===== config.mk =====
export PLATFORM = sky130hd
export DESIGN_NAME = spi_reg_peripheral_flat
export DESIGN_NICKNAME = d
export VERILOG_FILES = /design/src/rtl/spi_reg_peripheral_pkg.sv /design/src/rtl/spi_reg_peripheral_if.sv /design/src/rtl/spi_reg_peripheral_sync_edge.sv /design/src/rtl/spi_reg_peripheral.sv /design/src/flat_wrapper.sv
export SDC_FILE = /design/constraint.sdc
export NUM_CORES = 1
export LEC_CHECK = 0
export BUFFER_PORTS_ARGS = -buffer_cell sky130_fd_sc_hd__buf_4
export CORE_UTILIZATION = 24
export DETAILED_ROUTE_END_ITERATION = 8
export GPL_TIMING_DRIVEN = 0
export SYNTH_ARGS = -nofsm -noshare
export SYNTH_HDL_FRONTEND = slang
export SYNTH_SLANG_ARGS = --single-unit

===== constraint.sdc =====
create_clock -name clk -period 1.9 [get_ports clk]
set_clock_uncertainty 0.1 [all_clocks]
set_input_delay 0.285 -clock clk [delete_from_list [all_inputs] [get_ports clk]]
set_output_delay 0.285 -clock clk [all_outputs]
set_load 0.01 [all_outputs]

===== src/rtl/spi_reg_peripheral_pkg.sv =====
// Shared constants and FSM state encoding for the SPI register peripheral.
package spi_reg_pkg;

  localparam logic [6:0] ADDR_EN_OUT_LO = 7'h00;
  localparam logic [6:0] ADDR_EN_OUT_HI = 7'h01;
  localparam logic [6:0] ADDR_EN_PWM_LO = 7'h02;
  localparam logic [6:0] ADDR_EN_PWM_HI = 7'h03;
  localparam logic [6:0] ADDR_DUTY      = 7'h04;

  localparam int FRAME_BITS = 16;

  typedef enum logic [0:0] {
    IDLE  = 1'b0,
    SHIFT = 1'b1
  } state_t;

endpackage


===== src/rtl/spi_reg_peripheral_if.sv =====
// SPI pin bundle between an external controller (master) and the register peripheral (slave).
interface spi_reg_peripheral_if;
  // Mode 0 framing, no valid/ready: ncs low brackets a frame, copi is sampled on
  // sclk rise, cipo changes on sclk fall and is meaningful only while cipo_oe is high.
  logic sclk;
  logic copi;
  logic ncs;
  logic cipo;
  logic cipo_oe;

  modport master (output sclk, output copi, output ncs, input cipo, input cipo_oe);
  modport slave  (input sclk, input copi, input ncs, output cipo, output cipo_oe);
endinterface


===== src/rtl/spi_reg_peripheral_sync_edge.sv =====
// Multi-flop synchronizer for one asynchronous input plus rise/fall detection.
module sync_edge
  import spi_reg_pkg::*;
#(
  parameter int   STAGES   = 2,
  parameter logic IDLE_VAL = 1'b0
) (
  input  logic clk,
  input  logic rst,
  input  logic d,
  output logic q,
  output logic rise,
  output logic fall
);

  logic [STAGES-1:0] sync_q, sync_d;
  logic              prev_q, prev_d;
  logic [STAGES:0]   vld_q, vld_d;

  always_comb begin
    sync_d = {sync_q[STAGES-2:0], d};
    prev_d = sync_q[STAGES-1];
    vld_d  = {vld_q[STAGES-1:0], 1'b1};
  end

  always_ff @(posedge clk) begin
    if (rst) begin
      sync_q <= {STAGES{IDLE_VAL}};
      prev_q <= IDLE_VAL;
      vld_q  <= '0;
    end else begin
      sync_q <= sync_d;
      prev_q <= prev_d;
      vld_q  <= vld_d;
    end
  end

  // Edges stay masked until both current and previous samples come from the pin,
  // so a line that is not idle when reset releases does not fake an edge.
  assign q    = sync_q[STAGES-1];
  assign rise = vld_q[STAGES] &  q & ~prev_q;
  assign fall = vld_q[STAGES] & ~q &  prev_q;

endmodule


===== src/rtl/spi_reg_peripheral.sv =====
// SPI mode-0 register peripheral: 16-bit frames write or read the PWM configuration registers.
module spi_reg_peripheral
  import spi_reg_pkg::*;
#(
  parameter int SYNC_STAGES = 2,
  parameter int NUM_REGS    = 5
) (
  input  logic                 clk,
  input  logic                 rst,
  spi_reg_peripheral_if.slave  spi,
  output logic [7:0]           en_reg_out_7_0,
  output logic [7:0]           en_reg_out_15_8,
  output logic [7:0]           en_reg_pwm_7_0,
  output logic [7:0]           en_reg_pwm_15_8,
  output logic [7:0]           pwm_duty_cycle,
  output logic                 wr_strobe,
  output logic                 frame_err,
  output state_t               dbg_state
);

  typedef logic [NUM_REGS-1:0][7:0] regfile_t;

  function automatic logic [7:0] reg_at(input regfile_t regs, input logic [6:0] addr);
    logic [7:0] val;
    val = 8'h00;
    for (int i = 0; i < NUM_REGS; i++) begin
      if (addr == 7'(i)) val = regs[i];
    end
    return val;
  endfunction

  logic sclk_s, sclk_rise, sclk_fall;
  logic ncs_s, ncs_rise, ncs_fall;
  logic copi_s, copi_rise, copi_fall;

  sync_edge #(.STAGES(SYNC_STAGES), .IDLE_VAL(1'b0)) u_sync_sclk (
    .clk(clk), .rst(rst), .d(spi.sclk), .q(sclk_s), .rise(sclk_rise), .fall(sclk_fall)
  );
  sync_edge #(.STAGES(SYNC_STAGES), .IDLE_VAL(1'b1)) u_sync_ncs (
    .clk(clk), .rst(rst), .d(spi.ncs), .q(ncs_s), .rise(ncs_rise), .fall(ncs_fall)
  );
  sync_edge #(.STAGES(SYNC_STAGES), .IDLE_VAL(1'b0)) u_sync_copi (
    .clk(clk), .rst(rst), .d(spi.copi), .q(copi_s), .rise(copi_rise), .fall(copi_fall)
  );

  logic unused_sync;
  assign unused_sync = ^{sclk_s, ncs_s, copi_rise, copi_fall};

  state_t     state_q, state_d;
  logic [4:0] bit_cnt_q, bit_cnt_d;
  logic [15:0] shift_in_q, shift_in_d;
  logic [7:0] shift_out_q, shift_out_d;
  logic       rd_q, rd_d;
  logic       cipo_q, cipo_d;
  logic       cipo_oe_q, cipo_oe_d;
  logic       wr_strobe_q, wr_strobe_d;
  logic       frame_err_q, frame_err_d;
  regfile_t   regs_q, regs_d;

  logic [15:0] new_word;
  logic [6:0]  wr_addr;
  logic        hit;

  always_comb begin
    state_d     = state_q;
    bit_cnt_d   = bit_cnt_q;
    shift_in_d  = shift_in_q;
    shift_out_d = shift_out_q;
    rd_d        = rd_q;
    cipo_d      = cipo_q;
    cipo_oe_d   = cipo_oe_q;
    regs_d      = regs_q;
    wr_strobe_d = 1'b0;
    frame_err_d = 1'b0;
    hit         = 1'b0;
    new_word    = {shift_in_q[14:0], copi_s};
    wr_addr     = shift_in_q[14:8];

    // ncs rise wins over any sclk edge seen in the same cycle.
    if (ncs_rise) begin
      state_d   = IDLE;
      rd_d      = 1'b0;
      cipo_d    = 1'b0;
      cipo_oe_d = 1'b0;
      if (state_q == SHIFT) begin
        if (bit_cnt_q != 5'(FRAME_BITS)) begin
          frame_err_d = 1'b1;
        end else if (shift_in_q[15]) begin
          for (int i = 0; i < NUM_REGS; i++) begin
            if (wr_addr == 7'(i)) begin
              regs_d[i] = shift_in_q[7:0];
              hit       = 1'b1;
            end
          end
          wr_strobe_d = hit;
        end
      end
    end else if (state_q == IDLE) begin
      if (ncs_fall) begin
        state_d    = SHIFT;
        shift_in_d = '0;
        bit_cnt_d  = '0;
        rd_d       = 1'b0;
      end
    end else if (sclk_rise) begin
      shift_in_d = new_word;
      if (bit_cnt_q != 5'd17) bit_cnt_d = bit_cnt_q + 5'd1;
      // Eighth bit just landed: command and address are complete.
      if (bit_cnt_q == 5'd7 && !new_word[7]) begin
        rd_d        = 1'b1;
        shift_out_d = reg_at(regs_q, new_word[6:0]);
      end
    end else if (sclk_fall) begin
      if (rd_q && bit_cnt_q == 5'd8) begin
        cipo_oe_d   = 1'b1;
        cipo_d      = shift_out_q[7];
        shift_out_d = {shift_out_q[6:0], 1'b0};
      end else if (cipo_oe_q) begin
        if (bit_cnt_q >= 5'(FRAME_BITS)) begin
          cipo_oe_d = 1'b0;
          cipo_d    = 1'b0;
        end else begin
          cipo_d      = shift_out_q[7];
          shift_out_d = {shift_out_q[6:0], 1'b0};
        end
      end
    end
  end

  always_ff @(posedge clk) begin
    if (rst) begin
      state_q     <= IDLE;
      bit_cnt_q   <= '0;
      shift_in_q  <= '0;
      shift_out_q <= '0;
      rd_q        <= 1'b0;
      cipo_q      <= 1'b0;
      cipo_oe_q   <= 1'b0;
      wr_strobe_q <= 1'b0;
      frame_err_q <= 1'b0;
      regs_q      <= '0;
    end else begin
      state_q     <= state_d;
      bit_cnt_q   <= bit_cnt_d;
      shift_in_q  <= shift_in_d;
      shift_out_q <= shift_out_d;
      rd_q        <= rd_d;
      cipo_q      <= cipo_d;
      cipo_oe_q   <= cipo_oe_d;
      wr_strobe_q <= wr_strobe_d;
      frame_err_q <= frame_err_d;
      regs_q      <= regs_d;
    end
  end

  assign spi.cipo        = cipo_q;
  assign spi.cipo_oe     = cipo_oe_q;
  assign wr_strobe       = wr_strobe_q;
  assign frame_err       = frame_err_q;
  assign dbg_state       = state_q;
  assign en_reg_out_7_0  = reg_at(regs_q, ADDR_EN_OUT_LO);
  assign en_reg_out_15_8 = reg_at(regs_q, ADDR_EN_OUT_HI);
  assign en_reg_pwm_7_0  = reg_at(regs_q, ADDR_EN_PWM_LO);
  assign en_reg_pwm_15_8 = reg_at(regs_q, ADDR_EN_PWM_HI);
  assign pwm_duty_cycle  = reg_at(regs_q, ADDR_DUTY);

endmodule


===== src/flat_wrapper.sv =====
// flat-port wrapper written by rule: the top's interface ports become plain ports
module spi_reg_peripheral_flat import spi_reg_pkg::*;
#(
  parameter int SYNC_STAGES = 2,
  parameter int NUM_REGS    = 5
)
  (clk, rst, en_reg_out_7_0, en_reg_out_15_8, en_reg_pwm_7_0, en_reg_pwm_15_8, pwm_duty_cycle, wr_strobe, frame_err, dbg_state, spi_sclk, spi_copi, spi_ncs, spi_cipo, spi_cipo_oe);
  spi_reg_peripheral_if spi_i ();
  input  logic clk;
  input  logic rst;
  output logic [7:0] en_reg_out_7_0;
  output logic [7:0] en_reg_out_15_8;
  output logic [7:0] en_reg_pwm_7_0;
  output logic [7:0] en_reg_pwm_15_8;
  output logic [7:0] pwm_duty_cycle;
  output logic wr_strobe;
  output logic frame_err;
  output state_t dbg_state;
  input wire logic [$bits(spi_i.sclk)-1:0] spi_sclk;
  input wire logic [$bits(spi_i.copi)-1:0] spi_copi;
  input wire logic [$bits(spi_i.ncs)-1:0] spi_ncs;
  output wire logic [$bits(spi_i.cipo)-1:0] spi_cipo;
  output wire logic [$bits(spi_i.cipo_oe)-1:0] spi_cipo_oe;
  assign spi_i.sclk = spi_sclk;
  assign spi_i.copi = spi_copi;
  assign spi_i.ncs = spi_ncs;
  assign spi_cipo = spi_i.cipo;
  assign spi_cipo_oe = spi_i.cipo_oe;
  spi_reg_peripheral #(.SYNC_STAGES(SYNC_STAGES), .NUM_REGS(NUM_REGS)) u_core (.clk(clk), .rst(rst), .spi(spi_i), .en_reg_out_7_0(en_reg_out_7_0), .en_reg_out_15_8(en_reg_out_15_8), .en_reg_pwm_7_0(en_reg_pwm_7_0), .en_reg_pwm_15_8(en_reg_pwm_15_8), .pwm_duty_cycle(pwm_duty_cycle), .wr_strobe(wr_strobe), .frame_err(frame_err), .dbg_state(dbg_state));
endmodule

Word level (Yosys, flattened, before mapping) --
Index checks and enable logic that the tools add are counted. Widths: inputs -> output; s select.
Word-level totals: bits in registers 89, bits in latches 0, bits in writable memories 0, bits in read-only memories 0, bits of input ports 5, output and inout bits 45, logic and storage cells 120, memories 0
Cells by class: add/sub/neg operators 1, multipliers 0, div/mod/pow operators 0, order comparisons 1, equal/unequal tests 17, shift-type cells 0, mux-type cells 38, bitwise gates (word level) 17, reductions and logical operators 23
Operators by type and width (count):
- $mux 8 | 11
- $mux 16 | 3
- $eq 7x2->1 const B | 4
- $reduce_and 5->1 | 5
- $mux 1 | 20
- $mux 5 | 4
- $eq 7x1->1 const B | 2
- $eq 7x3->1 const B | 2
- $logic_not 7->1 | 2
- $ne 5x5->1 const B | 2
- $not 1->1 | 9
- $reduce_and 3->1 | 3
- $and 1x1->1 | 8
- $reduce_and 4->1 | 2
- $ne 2x2->1 const B | 3
- $reduce_and 6->1 | 1
- $reduce_bool 2->1 | 3
- $add 5x1->5 const B | 1
- $eq 5x3->1 const B | 1
- $eq 5x4->1 const B | 1
- $ge 5x5->1 const B | 1
- $reduce_or 5->1 | 1
- $ne 3x1->1 const B | 1
- $reduce_bool 3->1 | 1
- other kinds (5) | 6

Longest topological paths before layout --
Gate-level depths: netlist of the first run.
depth in word-level cells 8, depth in mapped cells 8, mapped depth without buffers 7

By module --
A second synthesis of the first run with hierarchy kept.
Unflattened totals: cells, all modules 420, area total of the unflattened synthesis 3871.2 um2
By module, submodules not included:
- spi_reg_peripheral | instances 1, cells each 378, area each 3353.2 um2, sequential area each 1501.4 um2
- sync_edge | instances 3, cells each 14, area each 172.7 um2, sequential area each 120.1 um2

Least setup slack after synthesis of the first run --
Ideal clock, no wire load.
kind register to register, start register u_core.bit_cnt_q[0], end register u_core.regs_q, in the netlist u_core.en_reg_pwm_15_8[1], setup time 0.128 ns, arrival 1.822 ns, path slack -0.150 ns, stages on the path, launching flop included 9, period minus slack after synthesis 2.050 ns, path through dfxtp_1 -> inv_1 -> ha_1 -> nor4bb_1 -> nand4_1 -> nor4bb_1 -> buf_2 -> mux2i_1 -> nor2_1
On the way: longest elaborated chain between the ends 3
RTL lines:
- start: declaration | RTL line spi_reg_peripheral.sv:50 | logic [4:0] bit_cnt_q, bit_cnt_d;
- start signal: assignment | RTL line spi_reg_peripheral.sv:144 | bit_cnt_q <= bit_cnt_d;
- $ne 5x5->1 | RTL line spi_reg_peripheral.sv:86 | if (bit_cnt_q != 5'(FRAME_BITS)) begin
- $not 1->1 (no source line)
- $reduce_and 5->1 (no source line)
- end signal: assignment | RTL line spi_reg_peripheral.sv:152 | regs_q <= regs_d;
- end: declaration | RTL line spi_reg_peripheral.sv:58 | regfile_t regs_q, regs_d;
Every way passes these cells. A chain may end at the register's enable or synchronous reset.

Worst setup path after layout of the first run --
start register u_core.bit_cnt_q[0], end register u_core.regs_q, in the netlist u_core.en_reg_pwm_15_8[3]
Same word-level chain as after synthesis.

==> results.md, run 1 <==
* Post-synthesis sequential area ratio at 0.468
* Pin count of the biggest net entering global routing at 14
* Worst-path clk slew at 0.06 ns
* First-pass GRT wire length at 16700 µm
* Die Wd at 126 µm
* Max Cap Viol at 0
* Simple-gate share of the synthesized area at 0.197
* IO Port Bufs at 49
* Ports at 50
* Post-route ant nets at 0
* Setup crit end kind: flop
* Area of the core at 14800 µm²
* RD Place Congestion at 0.773
* Mux share of post-synthesis cell area at 0.118
* Synth Register Bits at 86
* Lkg Pwr at 1.76 nW
* Detailed Routing Iterations Pass 1 at 4
* Power per cell area at 747 nW/µm²
* Routed wire per std cell at 15.8 µm
* Post-synth top flop: dfxtp_1
* Initial antenna violation count at 0
* RSZ-0062 raised after global routing: true
* Min Hold Slack at 0.0258 ns
* Buffers & Inverters on Critical Path at 3
* FP Rows at 44
* Drt drc at 0
* Via/cell ratio at 4.84
* Final min period at 2.03 ns
* Antenna cells at 0
* Initial Utilization at 0.250
* H-tree depth at 3
* FILL cells at 1514
* Clock latency on the worst-skew pair at 0.35 ns
* Via count at 3167
* Maximum clock frequency at 0.494 GHz
* Clk sink count at 86
* Global route total overflow at 0
* Syn nets at 402
* Area delta synth->final at 33.9%
* Final period util at 1.07
* Synth Instances at 394
* Adder-Cell Fraction of Synth Area at 0.0102
* Mapped Area at 3680 µm²
* Cell family contributing the most delay on the critical path: simple AND/OR/NAND/NOR gates
* Combinational family with the most area after synthesis: simple AND/OR/NAND/NOR gates
* Longest Clk Path Bufs at 2
* CTS buffer count at 9
* Post-DP HPWL at 7280 µm
* Req. time, crit path at 2.01 ns
* CTS tree: done
* Crit-path max FO at 8
* Die span in y at 126 µm
* Post-synth cell types at 51
* Startpoint Class: flop
* Number of synthesized flops with an enable pin at 0
* Critical path class: flop to flop
* Tightest Pin Transition at 0.616 ns
* Clock root cell: clkbuf_16
* Status: complete, but fails checks
* Peak supply drop at 0.423 mV
* Ys async rst share at 0
* Critical Path AT at 2.14 ns
* Relative slew slack at 0.589
* Layout cell share with drive strength beyond 1 at 0.301
* Final Instance Area at 4930 µm²
* Setup ws final at -0.125 ns
* Synth Area per Inst at 9.35 µm²
* DIE AREA at 15800 µm²
* Failing checks: setup timing
* Nets@finish at 474
* Yosys warns at 0
* Compound-cell area share of the yosys netlist at 0.151
* Max Slew Vio Count at 0
* Total wire length at 10300 µm
* Post-synthesis xor/xnor area fraction at 0.00714
* Endpoints failing setup at 41
* Worst Hold Class: input port to flop
* Total power at 3.68 mW
* Initial DRC count at 97
* Worst path slowest cell: dfxtp_4
* Placed Area at 4300 µm²
* All-Layer GR Usage at 0.135
* Number of global-route vias before repair at 3154
* Crit path largest cell delay at 0.35 ns
* Worst path cell trace: inv_4, ha_4, nor4bb_4, nand4_1, buf_6, nor4bb_4, buf_6, mux2i_1, nor2_1
* Fin. Hold Viols at 0
path summary, 6_finish.rpt:
check        depth (start not counted)  slack (ns)                        start                     endpoint
max reg2reg                          9       -0.13          u_core.bit_cnt_q[0]    u_core.en_reg_pwm_15_8[3]
min reg2reg                          1        0.31  u_core.u_sync_ncs.sync_q[0]  u_core.u_sync_ncs.sync_q[1]
max                                  9       -0.13          u_core.bit_cnt_q[0]    u_core.en_reg_pwm_15_8[3]
min                                  2        0.03                      spi_ncs  u_core.u_sync_ncs.sync_q[0]
what timing repair did:
action                     CTS  global route
cloned                       0             0
setup endpoints to repair   64            49
gates resized for setup     39            19
hold buffers                 0             0
pin swaps                   14            13
buffers inserted            15             2
where the power goes:
group	leakage, nW	internal, mW	switching [mW]
Sequential	0.700	1.81	0.00759
Combinational	0.905	0.0274	0.0547
Clock	0.152	1.08	0.701
flip-flops by register name, summed over array words and instances, names as in the netlist:
| register | cells |
|---|---|
| u_core.u_sync_sclk.prev_q | 1 |
| u_core.shift_in_q | 16 |
| u_core.frame_err | 1 |
| u_core.u_sync_ncs.prev_q | 1 |
| u_core.shift_out_q | 8 |
| u_core.en_reg_out_15_8 | 8 |
| u_core.en_reg_pwm_7_0 | 8 |
| u_core.rd_q | 1 |
| u_core.u_sync_sclk.sync_q | 2 |
| u_core.wr_strobe | 1 |
| u_core.pwm_duty_cycle | 8 |
| u_core.en_reg_out_7_0 | 8 |
| u_core.u_sync_sclk.vld_q | 2 |
| u_core.u_sync_copi.sync_q | 2 |
| u_core.spi.cipo | 1 |
| u_core.u_sync_ncs.sync_q | 2 |
| u_core.u_sync_ncs.vld_q | 1 |
| u_core.bit_cnt_q | 5 |
| u_core.dbg_state | 1 |
| u_core.spi.cipo_oe | 1 |
| u_core.en_reg_pwm_15_8 | 8 |
cell families after synthesis:
logic type / Yosys count
and+or+nand+nor: 137
adders and majority gates: 3
muxes: 42
AOI/OAI and AO/OA: 80
DFF: 86
buffers and inverters: 43
xor gates and xnor gates: 3
worst reg2reg max path, cell delays in order, from the launching register on:
cell	delay [ns]
dfxtp_4	0.35
inv_4	0.06
ha_4	0.13
nor4bb_4	0.17
nand4_1	0.14
buf_6	0.17
nor4bb_4	0.30
buf_6	0.21
mux2i_1	0.20
nor2_1	0.06
metal layers:
layer / vias to the layer above / part of all wire / track usage
li1: 1547 / - / -
met5: - / 0 / 0
met2: 68 / 0.49 / 0.230
met1: 1541 / 0.45 / 0.164
met4: 0 / 0.015 / 0.0461
met3: 11 / 0.045 / 0.0348
Yosys cell counts, drive strengths merged (2+ instances only):
master	n	area [µm²]
ha	3	37.5
xnor2	3	26.3
a21oi	6	41.3
a211oi	2	20.0
a31oi	6	37.5
nor4b	3	26.3
nor4bb	6	60.1
nor3b	3	22.5
nor2b	10	62.6
and4b	4	40.0
nor4	3	33.8
inv	12	45.0
o21ai	32	160
nand2	19	71.3
nand3	8	40.0
o31ai	3	22.5
a22o	16	143
mux2i	40	400
a31o	6	52.6
nand2b	3	18.8
or2	3	18.8
dfxtp	86	1720
nand4	4	25.0
buf	10	60.1
o211ai	2	15.0
nand3b	3	22.5
clkbuf	21	78.8
nor3	4	20.0
nor2	59	224
cell type report:
type	instances	area, µm²	share of cell area
plain buffers	26	144	0.0292
clock buffers	12	256	0.0520
clock inverters	4	45.0	0.00914
inverters	12	47.5	0.00964
multi-input cells	265	1950	0.396
flip-flops and latches	86	1740	0.353
well taps	184	230	0.0467
repair buffers	66	515	0.105
stage by stage:
stage	utilization	worst slack (ns)	cells	setup TNS, ns
6_report	0.334	-0.125	655	-2.78
4_1_cts	0.330	-0.138	654	-3.29
5_1_grt	0.334	-0.254	655	-8.36
2_1_floorplan	-	-0.107	394	-0.858
3_5_place_dp	0.292	-0.527	627	-20.85
3_3_place_gp	0.292	-0.466	627	-17.64
placed cells by master (no fill, tap or decap), types with 10 or more instances in the layout:
| cell | instances |
|---|---|
| dfxtp_1 | 77 |
| buf_4 | 65 |
| nor2_1 | 56 |
| mux2i_1 | 39 |
| o21ai_0 | 26 |
| nand2_1 | 19 |
| clkbuf_1 | 15 |
| a22o_1 | 14 |
| inv_1 | 10 |
| nor2b_1 | 10 |
Power figures use the tool's default switching activity.
==> run 2: changes to the inputs <==
--- a/config.mk
+++ b/config.mk
@@ -6,7 +6,7 @@
 export NUM_CORES = 1
 export LEC_CHECK = 0
 export BUFFER_PORTS_ARGS = -buffer_cell sky130_fd_sc_hd__buf_4
-export CORE_UTILIZATION = 24
+export CORE_UTILIZATION = 25
 export DETAILED_ROUTE_END_ITERATION = 8
 export GPL_TIMING_DRIVEN = 0
 export SYNTH_ARGS = -nofsm -noshare
==> constraint.sdc (replaced) <==
create_clock -name clk -period 1.9 [get_ports clk]
set_clock_uncertainty 0.1 [all_clocks]
set_input_delay 0.38 -clock clk [delete_from_list [all_inputs] [get_ports clk]]
set_output_delay 0.38 -clock clk [all_outputs]
set_load 0.01 [all_outputs]
==> run 2 against run 1 <==
  * The run still ends with setup timing left
  * Utilization grew 1.1 points
  * Global-route usage grew 0.44 points
  * Via count shrank 2.0%
  * Sequential share of layout area grew 0.29 points
  * Register-to-register slack is essentially flat
  * Combinational power shrank 2%
  * Critical path depth shrank 3
  * Worst hold slack gained 0.094 ns
  * Flip-flop and latch count is the same
  * Count of clock-buffer cells in the layout shrank 2
  * Clock power is essentially flat
  * Setup slack lost 0.010 ns
  * Critical endpoint is now u_core.shift_out_q[0]
==> results.md, run 2 (same netlist as run 1, synthesis figures left out) <==
* First-pass GRT wire length at 16000 µm (-4.3%)
* Worst-path clk slew at 0.07 ns (about the same)
* CTS buffer count at 9 (unchanged)
* Placed Cells at 623 (-0.64%)
* Total wire length at 10100 µm (-2.3%)
* Max Cap Viol at 0 (unchanged)
* Number of hold buffers added after cts at 0 (unchanged)
* Post-route ant nets at 0 (unchanged)
* Antenna cells at 0 (unchanged)
* RR Startpoint: u_core.bit_cnt_q[4]
* DIE AREA at 15200 µm² (-3.9%)
* R2r worst-path depth at 6 (-3)
* WHS Path Cells at 2 (unchanged)
* Setup ws final at -0.136 ns (-0.0102 ns)
* Req. time, crit path at 2.03 ns (+0.02 ns)
* Area of the core at 14100 µm² (-4.1%)
* Layout cell share with drive strength beyond 1 at 0.285 (-0.0164)
* Maximum clock frequency at 0.491 GHz (-0.50%)
* Min Hold Slack at 0.120 ns (+0.0941 ns)
* Critical Path AT at 2.17 ns (+0.03 ns)
* Detailed Routing Iterations Pass 1 at 4 (unchanged)
* Area delta synth->final at 32.7%
* Fin. Hold Viols at 0 (unchanged)
* IO Port Bufs at 49 (unchanged)
* Most frequent cells in the layout: dfxtp_1 (78), buf_4 (64), nor2_1 (56)
* Initial antenna violation count at 0 (unchanged)
* Post-DP HPWL at 7120 µm (-2.3%)
* Routed wire per std cell at 15.5 µm (-1.5%)
* Longest Clk Path Bufs at 2 (unchanged)
* Final period util at 1.07 (+0.00539)
* Clock root cell: clkbuf_16
* H-tree depth at 3 (unchanged)
* Startpoint Class: flop
* Global route total overflow at 0 (unchanged)
* CTS tree: done
* RD Place Congestion at 0.794 (+2.8%)
* Number of global-route vias before repair at 3006 (-4.7%)
* R2R setup slack at -0.14 ns (about the same)
* Die span in y at 123 µm (-2.0%)
* Crit-path max FO at 8 (unchanged)
* Failing checks: setup timing
* Worst r2r dst: u_core.shift_out_q[0]
* Status: complete, but fails checks
* Pin count of the biggest net entering global routing at 16 (+2)
* All-Layer GR Usage at 0.139 (+0.00440)
* RSZ-0062 raised after global routing: true
* Relative slew slack at 0.604 (+0.0146)
* Ports at 50 (unchanged)
* Initial Utilization at 0.260 (+0.0107)
* Commonest non-fill, non-tap cell in the layout: dfxtp_1
* Post-Layout Cell Count at 650 (-0.76%)
* Endpoints failing setup at 40 (-2.4%)
* Power per cell area at 752 nW/µm² (+0.66%)
* Worst Hold Launch: spi_ncs
* Tightest Pin Transition at 0.594 ns (-0.0219 ns)
* Worst Hold Class: input port to flop
* Die Wd at 123 µm (-2.0%)
* Clk sink count at 86 (unchanged)
* Via count at 3104 (-2.0%)
* FP Rows at 43 (-2.3%)
* Critical path class: flop to flop
* Lkg Pwr at 1.72 nW (-1.9%)
* Setup crit end kind: flop
* Hold Path Sink: u_core.u_sync_ncs.sync_q[0]
* Initial DRC count at 147 (+52%)
* Nets@finish at 473 (-0.21%)
* Clock latency on the worst-skew pair at 0.34 ns (about the same)
* Final setup TNS at -2.85 ns (-0.0706 ns)
* Max reg flops at 16 (unchanged)
* Max Slew Vio Count at 0 (unchanged)
* Final min period at 2.04 ns (+0.0102 ns)
* Peak supply drop at 0.343 mV (-19%)
* Drt drc at 0 (unchanged)
* Via/cell ratio at 4.78 (-1.2%)
* Largest Register: u_core.shift_in_q
==> run 2: cell type report <==
cell class / count / area (µm²)
buffer: 27 / 154
clock buffer: 10 / 229
clock inverter: 6 / 70.1
fill: 1413 / 9260
inverter: 12 / 47.5
multi-input combinational: 265 / 1920
sequential: 86 / 1740
tap: 180 / 225
timing repair buffer: 64 / 497
==> run 2: metrics by stage <==
| stage | area, µm² | total power, mW | utilization | setup slack (ns) |
|---|---|---|---|---|
| finish | 4890 | 3.67 | 0.345 | -0.136 |
| CTS | 4810 | 3.70 | 0.340 | -0.163 |
| detailed placement | 4300 | 1.94 | 0.304 | -0.532 |
| floorplan | 3700 | 1.91 | - | -0.107 |
| global route | 4890 | 3.80 | 0.345 | -0.242 |
| global placement | 4300 | 1.94 | 0.304 | -0.475 |
==> run 2: how the worst max path moves through the flow <==
| stage | from | endpoint | slack [ns] | cells after the start |
|---|---|---|---|---|
| 5_1_grt | u_core.bit_cnt_q[1] | u_core.en_reg_out_15_8[6] | -0.24 | 9 |
| 4_1_cts | u_core.bit_cnt_q[1] | u_core.en_reg_pwm_15_8[5] | -0.16 | 9 |
| 2_1_floorplan | u_core.bit_cnt_q[1] | u_core.en_reg_out_7_0[1] | -0.11 | 7 |
| 3_3_place_gp | u_core.dbg_state | u_core.shift_in_q[7] | -0.47 | 7 |
| 3_5_place_dp | u_core.bit_cnt_q[1] | u_core.en_reg_out_7_0[3] | -0.53 | 7 |
| 6_report | u_core.bit_cnt_q[4] | u_core.shift_out_q[0] | -0.14 | 6 |
==> run 2: worst max-delay path: stages (launching register included) <==
cell and delay [ns]:
dfxtp_4 0.35, or4b_1 0.50, or3_1 0.33, buf_6 0.14
a21oi_4 0.28, nand3b_1 0.15, o31ai_1 0.07
==> run 2: layer usage <==
| layer | part of all wire | up-vias | GRT usage | routed length [µm] |
|---|---|---|---|---|
| li1 | - | 1538 | - | - |
| met1 | 0.44 | 1490 | 0.180 | 4440 |
| met2 | 0.49 | 68 | 0.230 | 4990 |
| met3 | 0.054 | 8 | 0.0327 | 548 |
| met4 | 0.010 | 0 | 0.0384 | 102 |
| met5 | 0 | - | 0 | 0 |
==> run 2: report_power, final <==
| group | switching [mW] | leakage (nW) | internal [mW] |
|---|---|---|---|
| clock | 0.752 | 0.135 | 1.03 |
| combinational | 0.0533 | 0.890 | 0.0271 |
| sequential | 0.00772 | 0.700 | 1.81 |
| total | 0.813 | 1.72 | 2.86 |
==> run 2: what timing repair did <==
| item | in CTS | in global routing |
|---|---|---|
| setup buffers | 14 | 1 |
| setup endpoints to repair | 64 | 48 |
| pin swaps | 13 | 12 |
| gates resized for setup | 37 | 13 |
